[src/rtl/fft_ctrl.sv]
// fft_ctrl: sequencer for an in-place radix-2 DIT FFT datapath.
//
// Loads N samples over a valid/ready handshake while generating buffer write
// addresses. It then issues every butterfly (operand addresses, twiddle index,
// stage), one per cycle. After a PIPE_LAT-cycle drain it streams the N result
// bin read addresses out over a valid/ready handshake.
//
// Build option: FFT_CTRL_BITREV_EN
//   defined   - bit-reversed load addresses, natural-order rd_addr
//   undefined - natural-order load addresses, bit-reversed rd_addr
//   The butterfly schedule is the same in both builds.
//
// Ports:
//   clk, reset        clock, asynchronous active-high reset
//   in_valid/in_ready sample handshake (LOAD only)
//   load_we/load_addr buffer write strobe and address
//   bf_valid          butterfly issue strobe (COMPUTE)
//   bf_a_addr         upper operand address
//   bf_b_addr         lower operand address (a + half)
//   bf_tw_idx         twiddle ROM index
//   bf_stage          current stage number
//   out_valid         result bin address valid (UNLOAD)
//   out_ready         downstream consumes the bin
//   rd_addr           buffer read address of the current bin
//   out_last          high with out_valid on bin N-1
//   frame_done        one-cycle pulse after the final bin handshake
//   busy              high in COMPUTE, DRAIN or UNLOAD
module fft_ctrl #(
   parameter int unsigned N        = 8,
   parameter int unsigned LOG2N    = 3,
   parameter int unsigned PIPE_LAT = 2
) (
   input  logic             clk,
   input  logic             reset,
   input  logic             in_valid,
   output logic             in_ready,
   output logic             load_we,
   output logic [LOG2N-1:0] load_addr,
   output logic             bf_valid,
   output logic [LOG2N-1:0] bf_a_addr,
   output logic [LOG2N-1:0] bf_b_addr,
   output logic [LOG2N-2:0] bf_tw_idx,
   output logic [LOG2N-1:0] bf_stage,
   output logic             out_valid,
   input  logic             out_ready,
   output logic [LOG2N-1:0] rd_addr,
   output logic             out_last,
   output logic             frame_done,
   output logic             busy
);

   typedef enum logic [1:0] {StLoad, StCompute, StDrain, StUnload} state_e;

   state_e           r_state, r_state_d;
   logic [LOG2N-1:0] r_sample_cnt, r_sample_cnt_d;
   logic [LOG2N-2:0] r_bf_cnt, r_bf_cnt_d;
   logic [LOG2N-1:0] r_stage, r_stage_d;
   logic [2:0]       r_drain_cnt, r_drain_cnt_d;
   logic [LOG2N-1:0] r_bin_cnt, r_bin_cnt_d;
   logic             r_frame_done, r_frame_done_d;

   logic [LOG2N-1:0] w_b_ext, w_half, w_pos, w_grp, w_a, w_tw_full;
   logic             w_accept, w_out_hs;

   function automatic logic [LOG2N-1:0] bitrev(input logic [LOG2N-1:0] v);
      logic [LOG2N-1:0] r;
      for (int i = 0; i < int'(LOG2N); i++) begin
         r[i] = v[LOG2N-1-i];
      end
      return r;
   endfunction

   // Butterfly address decode from (stage, butterfly index).
   always_comb begin
      w_b_ext   = {1'b0, r_bf_cnt};
      w_half    = LOG2N'(1) << r_stage;
      w_pos     = w_b_ext & (w_half - LOG2N'(1));
      w_grp     = w_b_ext >> r_stage;
      w_a       = (w_grp << (r_stage + LOG2N'(1))) | w_pos;
      w_tw_full = w_pos << (LOG2N'(LOG2N - 1) - r_stage);
   end

   always_comb begin
      in_ready  = (r_state == StLoad) && !reset;
      w_accept  = in_valid && in_ready;
      load_we   = w_accept;
`ifdef FFT_CTRL_BITREV_EN
      load_addr = bitrev(r_sample_cnt);
      rd_addr   = r_bin_cnt;
`else
      load_addr = r_sample_cnt;
      rd_addr   = bitrev(r_bin_cnt);
`endif
      bf_valid  = (r_state == StCompute);
      bf_a_addr = '0;
      bf_b_addr = '0;
      bf_tw_idx = '0;
      if (bf_valid) begin
         bf_a_addr = w_a;
         bf_b_addr = w_a + w_half;
         bf_tw_idx = w_tw_full[LOG2N-2:0];
      end
      bf_stage   = r_stage;
      out_valid  = (r_state == StUnload);
      w_out_hs   = out_valid && out_ready;
      out_last   = out_valid && (r_bin_cnt == LOG2N'(N - 1));
      frame_done = r_frame_done;
      busy       = (r_state != StLoad);
   end

   always_comb begin
      r_state_d      = r_state;
      r_sample_cnt_d = r_sample_cnt;
      r_bf_cnt_d     = r_bf_cnt;
      r_stage_d      = r_stage;
      r_drain_cnt_d  = r_drain_cnt;
      r_bin_cnt_d    = r_bin_cnt;
      r_frame_done_d = 1'b0;
      unique case (r_state)
         StLoad: begin
            if (w_accept) begin
               if (r_sample_cnt == LOG2N'(N - 1)) begin
                  r_sample_cnt_d = '0;
                  r_state_d      = StCompute;
               end else begin
                  r_sample_cnt_d = r_sample_cnt + LOG2N'(1);
               end
            end
         end
         StCompute: begin
            if (r_bf_cnt == (LOG2N-1)'(N/2 - 1)) begin
               r_bf_cnt_d = '0;
               if (r_stage == LOG2N'(LOG2N - 1)) begin
                  r_stage_d = '0;
                  r_state_d = (PIPE_LAT > 0) ? StDrain : StUnload;
               end else begin
                  r_stage_d = r_stage + LOG2N'(1);
               end
            end else begin
               r_bf_cnt_d = r_bf_cnt + (LOG2N-1)'(1);
            end
         end
         StDrain: begin
            if (r_drain_cnt == 3'(PIPE_LAT - 1)) begin
               r_drain_cnt_d = '0;
               r_state_d     = StUnload;
            end else begin
               r_drain_cnt_d = r_drain_cnt + 3'd1;
            end
         end
         StUnload: begin
            if (w_out_hs) begin
               if (r_bin_cnt == LOG2N'(N - 1)) begin
                  r_bin_cnt_d    = '0;
                  r_frame_done_d = 1'b1;
                  r_state_d      = StLoad;
               end else begin
                  r_bin_cnt_d = r_bin_cnt + LOG2N'(1);
               end
            end
         end
         default: r_state_d = StLoad;
      endcase
   end

   always_ff @(posedge clk or posedge reset) begin
      if (reset) begin
         r_state      <= StLoad;
         r_sample_cnt <= '0;
         r_bf_cnt     <= '0;
         r_stage      <= '0;
         r_drain_cnt  <= '0;
         r_bin_cnt    <= '0;
         r_frame_done <= 1'b0;
      end else begin
         r_state      <= r_state_d;
         r_sample_cnt <= r_sample_cnt_d;
         r_bf_cnt     <= r_bf_cnt_d;
         r_stage      <= r_stage_d;
         r_drain_cnt  <= r_drain_cnt_d;
         r_bin_cnt    <= r_bin_cnt_d;
         r_frame_done <= r_frame_done_d;
      end
   end

endmodule

[config.mk]
export PLATFORM = sky130hd
export DESIGN_NAME = fft_ctrl
export DESIGN_NICKNAME = d
export VERILOG_FILES = /design/src/rtl/fft_ctrl.sv
export SDC_FILE = /design/constraint.sdc
export NUM_CORES = 1
export LEC_CHECK = 0
export ABC_AREA = 1
export CORE_MARGIN = 2
export CORE_UTILIZATION = 28
export DETAILED_ROUTE_END_ITERATION = 16
export SLEW_MARGIN = 10
export SYNTH_ARGS = -nofsm -noshare
export SYNTH_HDL_FRONTEND = slang
export SYNTH_SLANG_ARGS = --single-unit
[constraint.sdc]
create_clock -name clk -period 2.9 [get_ports clk]
set_input_delay 0.58 -clock clk [delete_from_list [all_inputs] [get_ports clk]]
set_output_delay 0.58 -clock clk [all_outputs]
set_load 0.01 [all_outputs]
### Yosys cells after proc, flatten, opt, wreduce, memory -nomap -nowiden

Index checks and enable logic that the tools add are counted.

* add/sub/neg operators: 8
* equality and inequality tests: 15
* shift-type cells: 4
* multiplexer cells: 19
* bitwise logic cells: 2
* reduce and logical (&&, ||, !) cells: 11

Operator list (number)
* 2-bit two-way mux: 9
* 3-bit two-way mux: 6
* 3-bit by 1-bit adder with 3-bit output, second input constant: 4
* 2-bit by 1-bit != test with 1-bit output, second input constant: 5
* 2-bit one-hot mux with 4 select lines: 1
* 7-bit AND reduction: 1
* 2-bit == test, second input constant: 3
* 3-bit == test, second input constant: 2
* 2-bit AND reduction: 3
* 1-bit logical AND: 4
* 2-bit != test, second input constant: 2
* 3-bit adder: 1
* 2-bit by 3-bit AND with 3-bit output: 1
* 3-bit by 1-bit == test with 1-bit output, second input constant: 1
* 3-bit by 2-bit == test with 1-bit output, second input constant: 1
* 1-bit two-way mux: 3
* 3-bit OR: 1
* 1-bit by 3-bit left shift with 3-bit output, first input constant: 1
* 3-bit by 3-bit left shift with 2-bit output: 1
* 3-bit by 3-bit left shift with 3-bit output: 1
* 2-bit by 3-bit right shift with 3-bit output: 1
* 2-bit by 3-bit subtractor with 3-bit output, first input constant: 1
* 3-bit by 1-bit subtractor with 3-bit output, second input constant: 1
* 2-bit by 1-bit adder with 2-bit output, second input constant: 1
* 4 further kinds: 4

* bits in registers: 17
* output and inout bits: 24

### Depth between registers and ports, before layout

* word-level depth: 6
* depth in mapped cells: 15
* depth with buffers taken out: 15

### Least setup slack after synthesis

Ideal clock, no wire load.

* path type: register -> output
* start: register r_stage[0], in the netlist bf_stage[0]
* end: output bf_b_addr[2]
* arrival time: 2242 ps
* path slack: 78 ps
* stages on the path, launching flop included: 14
* cell sequence: dfrtp_1 -> inv_2 -> ha_1 -> nor2_2 -> nand3_2 -> nand2_1 -> ha_1 -> fa_1 -> nand3b_1 -> nand2_1 -> inv_2 -> nand2_1 -> inv_1 -> nor2_1

* cells in the longest elaborated chain, start to end: 6
* elaborated cells between the ends (all ways): 9
* classes of those cells: 3 x add/sub; 3 x shift; 1 x mux; 2 x bitwise

RTL lines
* from (decl): RTL line 57 `logic [LOG2N-1:0] r_stage, r_stage_d;`
* from (signal assigned): RTL line 179 `r_stage <= r_stage_d;`
* parallel branches: the longest is 4 deep, another holds 3-bit by 1-bit adder with 3-bit output
* 3-bit adder (*): RTL line 100 `bf_b_addr = w_a + w_half;`
* 3-bit two-way mux (*): RTL line 98 `if (bf_valid) begin`
* to (decl): RTL line 41 `output logic [LOG2N-1:0] bf_b_addr,`

Mark *: on every way between the ends.

### Worst setup path in the final report

Same ends and word-level chain as after synthesis.

==> results by group <==
Run status
  – Status: complete, but fails checks
  – Failing checks: setup timing

Logic synthesis
  – Mapped Cells: roughly 160
  – Syn avg cell area: 7.66 µm²
  – Distinct cells, synth: 23
  – Net Count, Synth: around 180
  – Synthesized cell area: 1210 µm²
  – Post-synthesis sequential area ratio: around a third
  – Ys Warns: 0
  – Flip-flop and latch count after synthesis: 17

Timing
  – Maximum clock frequency: about 0.33 GHz
  – Final setup violation count: 1
  – Relative slew margins: a little over two thirds
  – Worst Clk Skew: ~0.0053 ns
  – Unrepaired setup endpoints after global routing: yes
  – Minimum clock period: 2.99 ns
  – Final period utilization: 103%
  – Final Worst Setup Slack: -0.0864 ns
  – Final Max Tran Viols: 0
  – Worst slew pin tran: 0.458 ns
  – Fin. Hold Viols: 0

Clock tree
  – H-tree levels: 1
  – Total CTS buffers: 3
  – Clk_lat worst skew: ~0.26 ns
  – CTS sink cnt: 17
  – CTS Hold Bufs: 0
  – Reg clk slew, reported paths: ~0.06 ns
  – Root Driver: clkbuf_8
  – CTS tree: built
  – Clock buffer depth: 2

Setup path
  – CP Launch Type: flip-flop
  – Setup Crit Path Kind: flip-flop to primary output
  – R2r setup slk: between 1 and 1.5 ns
  – Worst EP required: roughly 2.3 ns
  – Crit Path Max Fanout: 4
  – Worst Setup SP: bf_stage[0]$_DFFE_PP0P_
  – R2r startpoint: r_state[1]$_DFFE_PP0P_
  – Crit path DAT: roughly 2.4 ns
  – Crit end category: primary output

Detailed routing
  – Wire length per cell: 10.2 µm
  – DR vias/cell: 4.36
  – Drt pass-1 iters: 4
  – WL final: ~2600 µm
  – Drt drc: 0
  – Post-route ant nets: 0
  – Total number of vias: roughly 1100
  – DRT iter0 DRCs: 49

Place
  – Post-DP HPWL: 2050 µm
  – Gp weighted congestion: about 0.8
  – Placed insts: between 200 and 300
  – Port bufs: 27
  – DP Worst Slack: -0.264 ns

Floorplanning
  – Die width: approximately 70 µm
  – Placement row count: 23
  – I/O Pins: 28
  – DIE AREA: a little under 5000 µm²
  – Core ar.: 4090 µm²
  – Die Span Y: between 60 and 70 µm
  – Initial core utilization: just under 30%

Global routing
  – Vias in the first global route: between 1000 and 1500
  – Largest net degree at the start of global routing: 19
  – Global route overflow: 0
  – Global-route wire length before repair: 4410 µm
  – GRT Total Usage: between 10% and 20%
  – Initial antenna violation count: 0

Cells and area
  – ANT cells: 0
  – Area Overhead vs Synth: 45.6%
  – Fin cells: about 260
  – Final Net Count: around 230
  – Share of layout cells above drive strength 1: a little over a quarter

Worst hold path
  – Hold Path Origin: load_addr[1]$_DFFE_PP0P_
  – Worst min-delay path class: flip-flop to flip-flop

Run
  – Max-cap violations: 0

Pwr
  – Total power divided by cell area: 1080 nW/µm²
  – P_leak: between 0.9 and 1 nW
  – Worst VDD drop: about 0.48 mV
[final cells by class]
type                            instances  area, µm²
Clock buffer                            4       45.0
Fill cell                             421       2320
Inverter                               31        116
Multi-Input combinational cell        109        696
Sequential cell                        17        425
Tap cell                               50       62.6
Timing Repair Buffer                   47        417
[through the flow]
step	cell area [µm²]	setup TNS, ns	total power, mW	hold slack, ns	util (%)
after CTS	1720	-0.0287	1.86	0.529	42.1
final	1760	-0.0864	1.91	0.525	43.1
after floorplan	1210	0	1.13	0.482	-
after detailed placement	1670	-0.283	1.66	0.516	40.8
after global placement	1670	-0.208	1.65	0.502	40.8
after global routing	1760	-0.266	2.11	0.556	43.1
[synthesized netlist by cell type, drive strengths merged]
library cell,n,share of area [%]
inv,31,9.6
o21ai,5,2.1
dfrtp,17,35
o22ai,2,1.0
a21boi,1,0.62
or2,1,0.52
fa,1,1.7
a21oi,7,3.5
nor2,12,4.3
mux2,2,1.9
nand3,11,5.4
buf,1,0.41
nand2,47,16
nor3,2,0.83
o21a,1,0.62
xor2,2,1.4
ha,14,14
nand3b,1,0.62
[what timing repair did]
item / 4_1_cts / 5_1_grt
setup buffers: 1 / 2
pin swaps: 2 / 11
hold endpoints to repair: 0 / 0
resized for setup: 9 / 12
setup endpoints to repair: 2 / 3
[flip-flops by register name, indices dropped and copies added, names as in the netlist]
name         count
r_state          2
r_bin_cnt        3
r_drain_cnt      3
load_addr        3
bf_stage         3
frame_done       1
r_bf_cnt         2
[worst max-delay path, cell delays in order, from the launching register on]
cell and delay (ns):
dfrtp_1 0.41, ha_2 0.22, buf_6 0.10, nand2_2 0.04
nand2_2 0.10, nor2_4 0.05, nand3_2 0.08, nand2_2 0.07
ha_4 0.16, fa_2 0.35, nand3b_1 0.18, nand2_2 0.08
nand3_1 0.07, nand2_1 0.07, nor2_2 0.04, buf_2 0.13
[kinds of logic (layout without fill, tap and decap cells)]
group	Yosys count	after routing	synth area share (%)
multiplexers	2	2	1.86
XOR/XNOR	2	2	1.45
adder cells (fa/ha/maj)	15	15	16.1
AND/OR/NAND/NOR	74	74	27.5
buffers and inverters	32	82	10.0
AO/OA/AOI/OAI	16	16	7.86
flip-flops	17	17	35.2
[routing by layer]
layer | track usage, % | wire [µm]
met1 | 13.0 | 1240
met2 | 20.2 | 1270
met3 | 1.31 | 102
met4 | 3.42 | 29
met5 | 0 | 0
[cell usage in the layout (no fill, tap or decap), drive strengths merged, types with 2 or more instances in the layout]
cell            n
nand3          11
inv            31
o22ai           2
nor3            2
clkbuf          5
mux2            2
nor2           12
clkdlybuf4s50  24
dfrtp          17
xor2            2
buf            21
a21oi           7
ha             14
o21ai           5
nand2          47
[report_power, final]
| group | switching, mW | internal, mW | total (mW) |
|---|---|---|---|
| sequential | 0.0903 | 0.330 | 0.420 |
| clock | 0.0829 | 0.0977 | 0.181 |
| combinational | 0.667 | 0.641 | 1.31 |
[path summary, 6_finish.rpt]
| check | endpoint | depth (start not counted) |
|---|---|---|
| max | bf_b_addr[2] | 15 |
| max reg2reg | r_state[1]$_DFFE_PP0P_ | 8 |
| min reg2reg | load_addr[1]$_DFFE_PP0P_ | 2 |
| min in group asynchronous | r_state[1]$_DFFE_PP0P_ | 3 |
| min | load_addr[1]$_DFFE_PP0P_ | 2 |
| max in group asynchronous | r_drain_cnt[2]$_DFFE_PP0P_ | 3 |
Note: power is estimated with default switching activity, not from simulation.
